### config.mk
export PLATFORM = sky130hd
export DESIGN_NAME = mux_16t1_arbiter_flat
export DESIGN_NICKNAME = d
export VERILOG_FILES = /design/src/rtl/mux_16t1_arbiter_pkg.sv /design/src/rtl/mux_16t1_arbiter_if.sv /design/src/rtl/mux_16t1_arbiter_mux.sv /design/src/rtl/mux_16t1_arbiter.sv /design/src/flat_wrapper.sv
export SDC_FILE = /design/constraint.sdc
export NUM_CORES = 1
export LEC_CHECK = 0
export ABC_CLOCK_PERIOD_IN_PS = 10500
export BUFFER_PORTS_ARGS = -buffer_cell sky130_fd_sc_hd__buf_2
export CORE_UTILIZATION = 40
export DETAILED_ROUTE_END_ITERATION = 12
export GPL_TIMING_DRIVEN = 0
export PLACE_DENSITY = 0.79
export SLEW_MARGIN = 20
export SYNTH_ARGS = -nofsm -noshare
export SYNTH_HDL_FRONTEND = slang
export SYNTH_SLANG_ARGS = --single-unit
export TNS_END_PERCENT = 5
### constraint.sdc
create_clock -name CLK -period 10.5 [get_ports CLK]
set_input_delay 0.525 -clock CLK [delete_from_list [all_inputs] [get_ports CLK]]
set_output_delay 0.525 -clock CLK [all_outputs]
set_load 0.02 [all_outputs]
### src/rtl/mux_16t1_arbiter_pkg.sv
// mux_arb_pkg: shared types, sizes and the round-robin pick function for the 16:1 arbiter.
package mux_arb_pkg;
    localparam int NUM_REQ = 16;
    localparam int SEL_W = 4;
    typedef enum logic {IDLE, BUSY} state_t;
    typedef struct packed {
        logic found;
        logic [SEL_W-1:0] idx;
    } pick_t;
    // Scan from the highest offset down so the last hit is the first set bit at or after ptr.
    function automatic pick_t rr_pick(input logic [NUM_REQ-1:0] req, input logic [SEL_W-1:0] ptr);
        pick_t p;
        logic [SEL_W-1:0] i;
        p = '0;
        for (int k = NUM_REQ - 1; k >= 0; k--) begin
            i = ptr + SEL_W'(k);
            if (req[i]) p = '{found: 1'b1, idx: i};
        end
        return p;
    endfunction
endpackage

### src/rtl/mux_16t1_arbiter_if.sv
// mux_16t1_arbiter_if: requester/consumer bus of the arbiter; slave is the arbiter side.
interface mux_16t1_arbiter_if import mux_arb_pkg::*; #(parameter int n = 8, parameter int MAX_BEATS = 4);
    localparam int BW = $clog2(MAX_BEATS + 1);
    logic [NUM_REQ-1:0] REQ;
    logic [NUM_REQ*n-1:0] DIN;
    logic RDY;
    logic [NUM_REQ-1:0] GNT;
    logic [SEL_W-1:0] SEL;
    logic VALID;
    logic [n-1:0] DOUT;
    logic [BW-1:0] BEAT;
    modport master(output REQ, DIN, RDY, input GNT, SEL, VALID, DOUT, BEAT);
    modport slave(input REQ, DIN, RDY, output GNT, SEL, VALID, DOUT, BEAT);
endinterface

### src/rtl/mux_16t1_arbiter_mux.sv
// mux_16t1_nb: plain 16-to-1 n-bit word multiplexer.
module mux_16t1_nb #(parameter int n = 8) (
    input  logic [n-1:0] D0, D1, D2, D3, D4, D5, D6, D7,
    input  logic [n-1:0] D8, D9, D10, D11, D12, D13, D14, D15,
    input  logic [3:0]   SEL,
    output logic [n-1:0] D_OUT
);
    logic [n-1:0] d [16];
    assign d = '{D0, D1, D2, D3, D4, D5, D6, D7, D8, D9, D10, D11, D12, D13, D14, D15};
    assign D_OUT = d[SEL];
endmodule

### src/rtl/mux_16t1_arbiter.sv
// mux_16t1_arbiter: round-robin owner of a 16:1 result mux with VALID/RDY output and bounded tenures.
module mux_16t1_arbiter import mux_arb_pkg::*; #(parameter int n = 8, parameter int MAX_BEATS = 4) (
    input logic CLK,
    input logic RST_N,
    mux_16t1_arbiter_if.slave bus
);
    localparam int BW = $clog2(MAX_BEATS + 1);
    state_t state, state_n;
    logic [SEL_W-1:0] ptr, ptr_n, sel, sel_n;
    logic [NUM_REQ-1:0] gnt, gnt_n;
    logic valid, valid_n;
    logic [BW-1:0] beat, beat_n;
    logic [n-1:0] mux_out;
    logic busy, abort, done;
    pick_t pick;

    assign busy = state == BUSY;
    assign abort = busy && !bus.REQ[sel];
    assign done = busy && !abort && valid && bus.RDY && beat == BW'(MAX_BEATS - 1);
    // On release the search already starts past the outgoing owner, giving back-to-back tenures.
    assign pick = rr_pick(bus.REQ, busy ? sel + 4'd1 : ptr);

    always_comb begin
        state_n = state;
        ptr_n = ptr;
        sel_n = sel;
        gnt_n = gnt;
        valid_n = valid;
        beat_n = beat;
        if (!busy || abort || done) begin
            if (busy) ptr_n = sel + 4'd1;
            if (pick.found) begin
                state_n = BUSY;
                sel_n = pick.idx;
                gnt_n = NUM_REQ'(1) << pick.idx;
                valid_n = 1'b1;
                beat_n = '0;
            end else if (busy) begin
                state_n = IDLE;
                gnt_n = '0;
                valid_n = 1'b0;
                beat_n = '0;
            end
        end else if (valid && bus.RDY) beat_n = beat + BW'(1);
    end

    always_ff @(posedge CLK or negedge RST_N) begin
        if (!RST_N) begin
            state <= IDLE;
            ptr <= '0;
            sel <= '0;
            gnt <= '0;
            valid <= 1'b0;
            beat <= '0;
        end else begin
            state <= state_n;
            ptr <= ptr_n;
            sel <= sel_n;
            gnt <= gnt_n;
            valid <= valid_n;
            beat <= beat_n;
        end
    end

    mux_16t1_nb #(.n(n)) u_mux (
        .D0(bus.DIN[0*n +: n]),   .D1(bus.DIN[1*n +: n]),   .D2(bus.DIN[2*n +: n]),   .D3(bus.DIN[3*n +: n]),
        .D4(bus.DIN[4*n +: n]),   .D5(bus.DIN[5*n +: n]),   .D6(bus.DIN[6*n +: n]),   .D7(bus.DIN[7*n +: n]),
        .D8(bus.DIN[8*n +: n]),   .D9(bus.DIN[9*n +: n]),   .D10(bus.DIN[10*n +: n]), .D11(bus.DIN[11*n +: n]),
        .D12(bus.DIN[12*n +: n]), .D13(bus.DIN[13*n +: n]), .D14(bus.DIN[14*n +: n]), .D15(bus.DIN[15*n +: n]),
        .SEL(sel),
        .D_OUT(mux_out)
    );

    assign bus.GNT = gnt;
    assign bus.SEL = sel;
    assign bus.VALID = valid;
    assign bus.BEAT = beat;
    assign bus.DOUT = valid ? mux_out : '0;

    assert property (@(posedge CLK) disable iff (!RST_N) $onehot0(gnt));
    assert property (@(posedge CLK) disable iff (!RST_N) (gnt != '0) == valid);
    assert property (@(posedge CLK) disable iff (!RST_N) !valid || gnt == (NUM_REQ'(1) << sel));
    assert property (@(posedge CLK) disable iff (!RST_N) beat < BW'(MAX_BEATS));
endmodule
### src/flat_wrapper.sv
// flat-port wrapper written by rule: the top's interface ports become plain ports
module mux_16t1_arbiter_flat import mux_arb_pkg::*;
#(parameter int n = 8, parameter int MAX_BEATS = 4)
  (CLK, RST_N, bus_REQ, bus_DIN, bus_RDY, bus_GNT, bus_SEL, bus_VALID, bus_DOUT, bus_BEAT);
  mux_16t1_arbiter_if #(.n(n), .MAX_BEATS(MAX_BEATS)) bus_i ();
  input logic CLK;
  input logic RST_N;
  input wire logic [$bits(bus_i.REQ)-1:0] bus_REQ;
  input wire logic [$bits(bus_i.DIN)-1:0] bus_DIN;
  input wire logic [$bits(bus_i.RDY)-1:0] bus_RDY;
  output wire logic [$bits(bus_i.GNT)-1:0] bus_GNT;
  output wire logic [$bits(bus_i.SEL)-1:0] bus_SEL;
  output wire logic [$bits(bus_i.VALID)-1:0] bus_VALID;
  output wire logic [$bits(bus_i.DOUT)-1:0] bus_DOUT;
  output wire logic [$bits(bus_i.BEAT)-1:0] bus_BEAT;
  assign bus_i.REQ = bus_REQ;
  assign bus_i.DIN = bus_DIN;
  assign bus_i.RDY = bus_RDY;
  assign bus_GNT = bus_i.GNT;
  assign bus_SEL = bus_i.SEL;
  assign bus_VALID = bus_i.VALID;
  assign bus_DOUT = bus_i.DOUT;
  assign bus_BEAT = bus_i.BEAT;
  mux_16t1_arbiter #(.n(n), .MAX_BEATS(MAX_BEATS)) u_core (.CLK(CLK), .RST_N(RST_N), .bus(bus_i));
endmodule
==> results of run 1 <==
## synthesized netlist by cell type (4+ instances only)
| cell type | n | area (um^2) |
|---|---|---|
| mux4_2 | 67 | 1509 |
| nand2_1 | 37 | 138.9 |
| dfrtp_1 | 29 | 725.7 |
| mux2i_1 | 27 | 270.3 |
| nor2_1 | 25 | 93.84 |
| o31ai_1 | 18 | 135.1 |
| mux2_2 | 11 | 123.9 |
| xnor2_1 | 11 | 96.34 |
| clkbuf_1 | 10 | 37.54 |
| a21oi_1 | 9 | 45.04 |
| and2_1 | 9 | 56.30 |
| ha_1 | 9 | 112.6 |
| nand3_1 | 8 | 40.04 |
| o21ai_0 | 8 | 40.04 |
| o22ai_1 | 8 | 50.05 |
| a21o_1 | 6 | 45.04 |
| buf_1 | 6 | 22.52 |
| mux2i_2 | 6 | 82.58 |
| inv_1 | 5 | 18.77 |
| mux2_1 | 5 | 56.30 |
| o21ai_1 | 5 | 25.02 |
| o22a_1 | 5 | 43.79 |
| a31oi_1 | 4 | 25.02 |
| nand4_1 | 4 | 25.02 |
| nor3_1 | 4 | 20.02 |
| o211a_1 | 4 | 40.04 |
| xnor2_2 | 4 | 65.06 |
## worst max-delay path, cell delays in order (launching register included)
cell and delay (ns):
dfrtp_1 0.48, ha_1 0.37, mux2i_4 0.31, clkbuf_1 0.70, ha_1 0.33, clkbuf_1 0.49, inv_1 0.33, mux4_2 0.44
mux2i_1 0.48, a2111oi_0 0.15, a2111oi_0 0.52, o21ai_1 0.25, o22ai_2 0.39, o31ai_1 0.15
## layer usage
| metal | vias up | track usage (%) | part of all wire (%) |
|---|---|---|---|
| met3 | 57 | 4.662 | 7.4 |
| met2 | 301 | 46.95 | 52 |
| met5 | - | 0 | 0 |
| li1 | 2055 | - | - |
| met4 | 0 | 13.22 | 4.5 |
| met1 | 2342 | 32.05 | 36 |
## layout make-up
class	count	share of cell area, %
multi-input combinational	347	63.86
timing repair buffer	178	15.40
sequential	29	12.54
tap	140	3.028
clock buffer	7	2.465
buffer	24	2.076
inverter	7	0.4974
antenna	3	0.1298
## flip-flops by register name (all words and copies together) (netlist names)
name,cells
u_core.bus.VALID,1
u_core.ptr,4
u_core.bus.SEL,4
u_core.busy,1
u_core.bus.BEAT,3
u_core.bus.GNT,16
## logic make-up (layout without fill, tap and decap cells)
| family | after synthesis | in the layout |
|---|---|---|
| flip-flops | 29 | 29 |
| XOR/XNOR | 16 | 16 |
| AND/OR/NAND/NOR | 101 | 101 |
| other | 0 | 3 |
| buffers and inverters | 31 | 216 |
| AO/OA/AOI/OAI | 103 | 103 |
| adder cells (fa/ha/maj) | 9 | 9 |
| multiplexers | 118 | 118 |
## per-stage QoR
step | instances | utilization, % | instance area (um^2)
after CTS | 732 | 52.61 | 5778
final | 735 | 52.68 | 5786
after detailed placement | 725 | 51.31 | 5635
after global placement | 725 | 51.31 | 5635
after floorplan | 407 | - | 4569
after global routing | 735 | 52.68 | 5786
## final timing paths
kind	from	slack [ns]	endpoint
worst min-delay path	RST_N	0.26	u_core.bus.GNT[1]
max in group asynchronous	RST_N	9.82	u_core.bus.SEL[1]
worst max register to register	u_core.bus.SEL[0]	4.95	u_core.bus.GNT[6]
worst max-delay path	u_core.bus.SEL[0]	4.95	u_core.bus.GNT[6]
min in group CLK	u_core.bus.GNT[12]	0.47	u_core.bus.GNT[12]
worst min register to register	u_core.bus.GNT[12]	0.47	u_core.bus.GNT[12]
==> summary.txt, run 1 <==
R2r worst-path depth = 13
Final setup margin = 4.951 ns
Setup Crit Path Kind = flop to flop
Max-slew violation count = 0
Share of layout cells above drive strength 1 = 50.68%
Min-Delay Path Class = primary input to asynchronous set/reset pin
Yosys cell types = 74
Post-Route WL = 15850 um
Setup crit start kind = flop
Num Clock Sinks = 29
Clk_skew = 0.003082 ns
Slew headroom = 42.24%
Outcome = completed
Most frequent cells in the layout = buf_2, mux4_2, nand2_1, dfrtp_1, mux2i_1
Syn nets = 563
Core Footprint = 0.01098 mm^2
Commonest non-fill, non-tap cell in the layout = buf_2
Final Net Count = 748
Share of async-settable or async-resettable flops after synthesis = 100.0%
First-pass GRT wire length = 24490 um
CTS Hold Bufs = 0
Full die area = 0.01185 mm^2
DRC viols = 0
Die X = 108.9 um
Vias in the first global route = 4727
DR vias = 4755
Post-Route Setup TNS = 0 ns
Cell area after synthesis = 0.004569 mm^2
Postcts setup bufs = 0
Initial antenna violation count = 3
Crit end category = flop
Synth Flop Type = dfrtp_1
Setup WS pre-CTS = 5.184 ns
Clk Latency, worst-skew pair = 0.28 ns
Placer Congestion = 0.9321
Crit path max fanout = 12
Htree depth = 2
Avg Cell Area, Syn = 11.23 um^2
Post-synthesis instance total = 407
Final Hold Fails = 0
Complex-gate fraction of the synthesized area = 18.37%
Fill cells = 934
Post-CTS sizing = 0
Final ANT Viol Nets = 0
Warnings, synthesis = 0
Fin crit period = 5.549 ns
Clk buf depth = 2
Final period util = 52.85%
Post-synth EDFFs = 0
Largest family of logic cells by synthesized area = multiplexers
FMAX = 180.2 MHz
CTS tree = done
CTS Buf Count = 5
Vias per cell = 6.469
Area of the multi-input gates = 0.003695 mm^2
Adder-cell share of the synthesized area = 2.464%
Chip Height = 108.9 um
Placement Rows = 38
Grt total ovfl = 0
Final hold slack = 0.2649 ns
Detail Placement HPWL = 12860 um
Final setup vio count = 0
Max Cap Violations = 0
Largest net degree at the start of global routing = 30
WP data arrival = 5.68 ns
Clock slew seen by the registers of the worst setup and hold paths = 0.05 ns
Io pins = 179
Synth-to-Final Area Change = 26.62%
Sequential element share of the synthesized area = 15.88%
IO Port Bufs = 178
Synth Area in Simple Gates = 10.62%
DR WL/cell = 21.57 um
Slew at the pin closest to its max-slew limit = 0.8664 ns
Reg area = 725.7 um^2
Initial Util = 41.60%
All-Layer GR Usage = 26.99%
DRT Pass-1 Iters = 5
Post-synthesis mux area share = 45.67%
Seq cells post-synth = 29
RSZ-0062 raised after global routing = false
CTS Root Cell = clkbuf_16
Post-synthesis xor/xnor area fraction = 3.724%
Worst EP required = 10.63 ns
Starting DRT DRC Count = 442
Power of run 1 is left out: the tool's default activity adds up to more than one toggle a clock period on the data nets, which glitch-free logic cannot reach.
==> inputs of run 2 (changes only) <==
ABC_CLOCK_PERIOD_IN_PS = 5050   (was 10500)
PLACE_DENSITY = 0.81   (was 0.79)
clock period = 5.05 ns   (was 10.5 ns; I/O delays follow)
==> summary.txt, run 2 (synthesis results as in run 1) <==
Outcome = complete, but fails checks
Failing checks = negative hold slack
CTS tree = done
CTS Root Cell = clkbuf_16
Max reg flops = 16 (unchanged)
M1 WL = 5530 um (-3.0%)
DRT Pass-1 Iters = 5 (unchanged)
Vias in the first global route = 4666 (-1.3%)
Chip Height = 108.9 um (unchanged)
IO Port Bufs = 178 (unchanged)
Final hold slack = -0.005691 ns (-0.2706 ns)
Final Net Count = 749 (+0.13%)
Core Footprint = 0.01098 mm^2 (unchanged)
FMAX = 207.5 MHz (+15%)
Synth-to-Final Area Change = 27.96%
Crit end category = flop
Num Clock Sinks = 29 (unchanged)
Share of layout cells above drive strength 1 = 52.36% (+1.7 points)
Largest net degree at the start of global routing = 30 (unchanged)
Crit path launch = u_core.bus.SEL[0]
R2R setup slack = 0.23 ns (-4.72 ns)
Full die area = 0.01185 mm^2 (unchanged)
Placer Congestion = 0.9249 (-0.77%)
Most frequent cells in the layout = buf_2, mux4_2, nand2_1, dfrtp_1
CP peak stage delay = 0.64 ns (-0.06 ns)
Min-Delay Path Class = primary input to asynchronous set/reset pin
DR WL/cell = 21.42 um (-0.67%)
Post-Route WL = 15750 um (-0.67%)
Final Hold Fails = 16 (+16)
Detail Placement HPWL = 12900 um (+0.35%)
Starting DRT DRC Count = 480 (+8.6%)
Cell chain of the critical path = ha_1 -> mux2i_4 -> clkbuf_2 -> ha_2 -> xnor2_2 -> mux4_2 -> mux2i_1 -> nor2_1 -> a41oi_4 -> and3_1 -> o21ai_1 -> o31ai_1
RR Endpoint = u_core.bus.GNT[3]
Initial Util = 41.60% (unchanged)
Met3 WL = 1018 um (-14%)
Clk_skew = 0.004566 ns (+0.001484 ns)
First-pass GRT wire length = 24290 um (-0.82%)
CTS Buf Count = 5 (unchanged)
DRC viols = 0 (unchanged)
Commonest non-fill, non-tap cell in the layout = buf_2
WP data arrival = 4.99 ns (-0.69 ns)
Slew headroom = 42.15% (-0.088 points)
Clk Latency, worst-skew pair = 0.28 ns (about the same)
Setup crit start kind = flop
Htree depth = 2 (unchanged)
Setup Crit Path Kind = flop to flop
Final period util = 95.43% (+43 points)
RSZ-0062 raised after global routing = false
Grt total ovfl = 0 (unchanged)
DR vias = 4746 (-0.19%)
Top sig layer = met4
Final ANT Viol Nets = 0 (unchanged)
Clock slew seen by the registers of the worst setup and hold paths = 0.05 ns (about the same)
Met2 WL = 8366 um (+1.3%)
Fin crit period = 4.819 ns (-0.7300 ns)
Worst path slowest cell = mux4_2
All-Layer GR Usage = 26.90% (-0.086 points)
R2r worst-path depth = 12 (-1)
Max Cap Violations = 0 (unchanged)
Placement Rows = 38 (unchanged)
Die X = 108.9 um (unchanged)
Vias per cell = 6.457 (-0.19%)
Worst EP required = 5.22 ns (-5.41 ns)
Clk buf depth = 2 (unchanged)
Post-Route Setup TNS = 0 ns (unchanged)
Io pins = 179 (unchanged)
Slew at the pin closest to its max-slew limit = 0.8677 ns (+0.001322 ns)
Max-slew violation count = 0 (unchanged)
Util after Layout = 53.24% (+0.56 points)
Final setup vio count = 0 (unchanged)
Reg2reg start = u_core.bus.SEL[0]
Crit path max fanout = 12 (unchanged)
Cell area after layout = 0.005847 mm^2 (+1.1%)
Area of placed instances = 0.005635 mm^2 (unchanged)
Initial antenna violation count = 1 (-2)
-- run 2: worst max-delay path: cells and delay by family, from the launching register on --
family                     cells  cell delay, ns
muxes                          3            1.48
DFF                            1            0.48
adders and majority gates      2            0.68
buffers and inverters          1            0.44
xor gates and xnor gates       1            0.27
and+or+nand+nor                2            0.51
AOI/OAI and AO/OA              3            0.83
-- run 2: per-stage QoR --
step	instances	setup WS, ns
4_1_cts	731	0.1223
5_1_grt	735	0.02276
3_5_place_dp	725	-0.3638
2_1_floorplan	407	0.6610
3_3_place_gp	725	-0.2669
6_report	735	0.2308
-- run 2: timing repair --
action                                 CTS  global route
endpoints found under the hold margin    0             0
resized for setup                        7             3
setup endpoints to repair               22            17
hold buffers                             0             0
gates cloned                             0             0
setup buffers                            0             3
-- run 2: how the worst max path moves through the flow --
| stage | slack (ns) | cells past startpoint | end |
|---|---|---|---|
| 5_1_grt | 0.02 | 12 | u_core.bus.GNT[6] |
| 3_3_place_gp | -0.27 | 13 | u_core.bus.SEL[1] |
| 6_report | 0.23 | 12 | u_core.bus.GNT[3] |
| 4_1_cts | 0.12 | 12 | u_core.bus.GNT[3] |
| 3_5_place_dp | -0.36 | 13 | u_core.bus.GNT[10] |
| 2_1_floorplan | 0.66 | 13 | u_core.bus.SEL[1] |
-- run 2: cell type report --
type                       instances  area [um^2]
antenna                            1        2.502
fill                             909         5136
inverter                           7        32.53
multi-input combinational        347         3741
clock buffer                       5        125.1
sequential                        29        725.7
timing repair buffer             181        913.4
tap                              140        175.2
clock inverter                     3        17.52
buffer                            22        113.9
-- run 2: metal layers --
layer,up-vias,track usage (%)
met5,-,0
met4,0,13.22
met3,65,3.527
met2,316,48.70
met1,2305,31.03
li1,2060,-
Power of run 2 is left out for the same reason.
==> inputs of run 3 (changes only) <==
CORE_UTILIZATION = 46   (was 40)
PLACE_DENSITY = 0.9   (was 0.81)
==> summary.txt, run 3 (synthesis results as in run 1) <==
CTS Buf Count = 5 (unchanged)
Die X = 101.7 um (-6.6%)
Setup crit start kind = flop
CTS Root Cell = clkbuf_8
Fin crit period = 4.885 ns (+0.06586 ns)
Setup Crit Path Kind = flop to flop
DRC viols = 1 (+1)
Failing checks = design-rule violations, negative hold slack
All-Layer GR Usage = 31.49% (+4.6 points)
Final period util = 96.73% (+1.3 points)
Share of layout cells above drive strength 1 = 52.01% (-0.34 points)
First-pass GRT wire length = 24830 um (+2.2%)
Starting DRT DRC Count = 525 (+9.4%)
Outcome = complete, but fails checks
Cell chain of the critical path = ha_1 -> mux2i_4 -> clkinvlp_4 -> ha_1 -> xnor2_2 -> mux4_2 -> mux2i_2 -> a2111oi_0 -> a2111oi_0 -> o21ai_1 -> a2bb2oi_4 -> mux2_2
Most frequent cells in the layout = buf_2, mux4_2, nand2_1, dfrtp_1
Num Clock Sinks = 29 (unchanged)
Clock slew seen by the registers of the worst setup and hold paths = 0.06 ns (about the same)
RSZ-0062 raised after global routing = true
Full die area = 0.01034 mm^2 (-13%)
DRT Pass-1 Iters = 9 (+4)
Clk buf depth = 2 (unchanged)
Post-Route WL = 16470 um (+4.6%)
Synth-to-Final Area Change = 26.78%
Area of placed instances = 0.005627 mm^2 (-0.16%)
FMAX = 204.7 MHz (-1.3%)
Max reg flops = 16 (unchanged)
Vias in the first global route = 4850 (+3.9%)
Min-Delay Path Class = primary input to asynchronous set/reset pin
R2R setup slack = 0.16 ns (-0.07 ns)
Crit end category = flop
Worst EP required = 5.22 ns (about the same)
Clk Latency, worst-skew pair = 0.28 ns (about the same)
CTS tree = done
Worst path slowest cell = mux4_2
Placer Congestion = 0.9835 (+6.3%)
Io pins = 179 (unchanged)
Initial antenna violation count = 2 (+1)
Htree depth = 2 (unchanged)
Slew headroom = 40.89% (-1.3 points)
WP data arrival = 5.05 ns (+0.06 ns)
Max-slew violation count = 0 (unchanged)
Detail Placement HPWL = 13240 um (+2.6%)
Final setup vio count = 0 (unchanged)
CP peak stage delay = 0.66 ns (+0.02 ns)
Final hold slack = -0.01309 ns (-0.007400 ns)
Final ANT Viol Nets = 0 (unchanged)
Max Cap Violations = 0 (unchanged)
Vias per cell = 6.778 (+5.0%)
Commonest non-fill, non-tap cell in the layout = buf_2
Core Footprint = 0.009684 mm^2 (-12%)
Placement Rows = 36 (-5.3%)
Final Hold Fails = 27 (+11)
IO Port Bufs = 178 (unchanged)
Clk_skew = 0.003658 ns (-0.0009077 ns)
Largest net degree at the start of global routing = 30 (unchanged)
Initial Util = 47.18% (+5.6 points)
Cell area after layout = 0.005793 mm^2 (-0.92%)
Final Net Count = 752 (+0.40%)
Slew at the pin closest to its max-slew limit = 0.8866 ns (+0.01887 ns)
Grt total ovfl = 0 (unchanged)
Chip Height = 101.7 um (-6.6%)
Crit path max fanout = 9 (-3)
DR vias = 4955 (+4.4%)
DR WL/cell = 22.53 um (+5.2%)
CTS Hold Bufs = 0 (unchanged)
-- run 3: changes by cell type in the layout (fill, tap and decap cells not counted), sizes merged --
| cell | change |
|---|---|
| clkinv | -2 |
| clkinvlp | -1 |
| diode | +1 |
| clkbuf | +3 |
| buf | +2 |
-- run 3: routing by layer --
layer	share of wire, %	GRT usage (%)
met1	32	35.89
met2	51	54.05
met3	9.9	4.555
met4	7.1	22.85
met5	0	0
-- run 3: through the flow --
stage	setup TNS, ns	std cells	worst slack, ns	util, %
final	0	731	0.1650	59.82
after global routing	-0.1665	731	-0.04546	59.82
after CTS	0	724	0.04007	59.26
after detailed placement	-3.191	718	-0.2358	58.10
after global placement	-3.085	718	-0.2311	58.10
after floorplan	0	407	0.6610	-
-- run 3: area by class of cell --
class                      instances  area, um^2
antenna                            2       5.005
multi-input combinational        347        3727
inverter                           7       32.53
clock buffer                       7       86.33
fill                             789        3891
sequential                        29       725.7
tap                              133       166.4
buffer                            23       121.4
timing repair buffer             183       928.4
-- run 3: final timing paths --
path                              startpoint                 to  depth (start not counted)
min in group CLK           u_core.bus.GNT[1]  u_core.bus.GNT[1]                          2
max in group asynchronous              RST_N  u_core.bus.GNT[0]                          1
setup / recovery           u_core.bus.SEL[0]  u_core.bus.SEL[1]                         12
hold reg to reg            u_core.bus.GNT[1]  u_core.bus.GNT[1]                          2
setup reg to reg           u_core.bus.SEL[0]  u_core.bus.SEL[1]                         12
hold / removal                         RST_N  u_core.bus.GNT[9]                          1
-- run 3: critical path, delay by kind of cell (launching register included) --
family	cells	cell delay, ns
buffers and inverters	1	0.26
muxes	4	1.75
xor gates and xnor gates	1	0.44
AOI/OAI and AO/OA	4	1.16
adders and majority gates	2	0.69
DFF	1	0.46
-- run 3: what timing repair did --
item                                    in CTS  in global routing
endpoints found under the hold margin        0                  0
buffers inserted                             0                  5
endpoints found under the setup margin      17                 19
gates resized for setup                      6                  6
Power of run 3 is left out for the same reason.
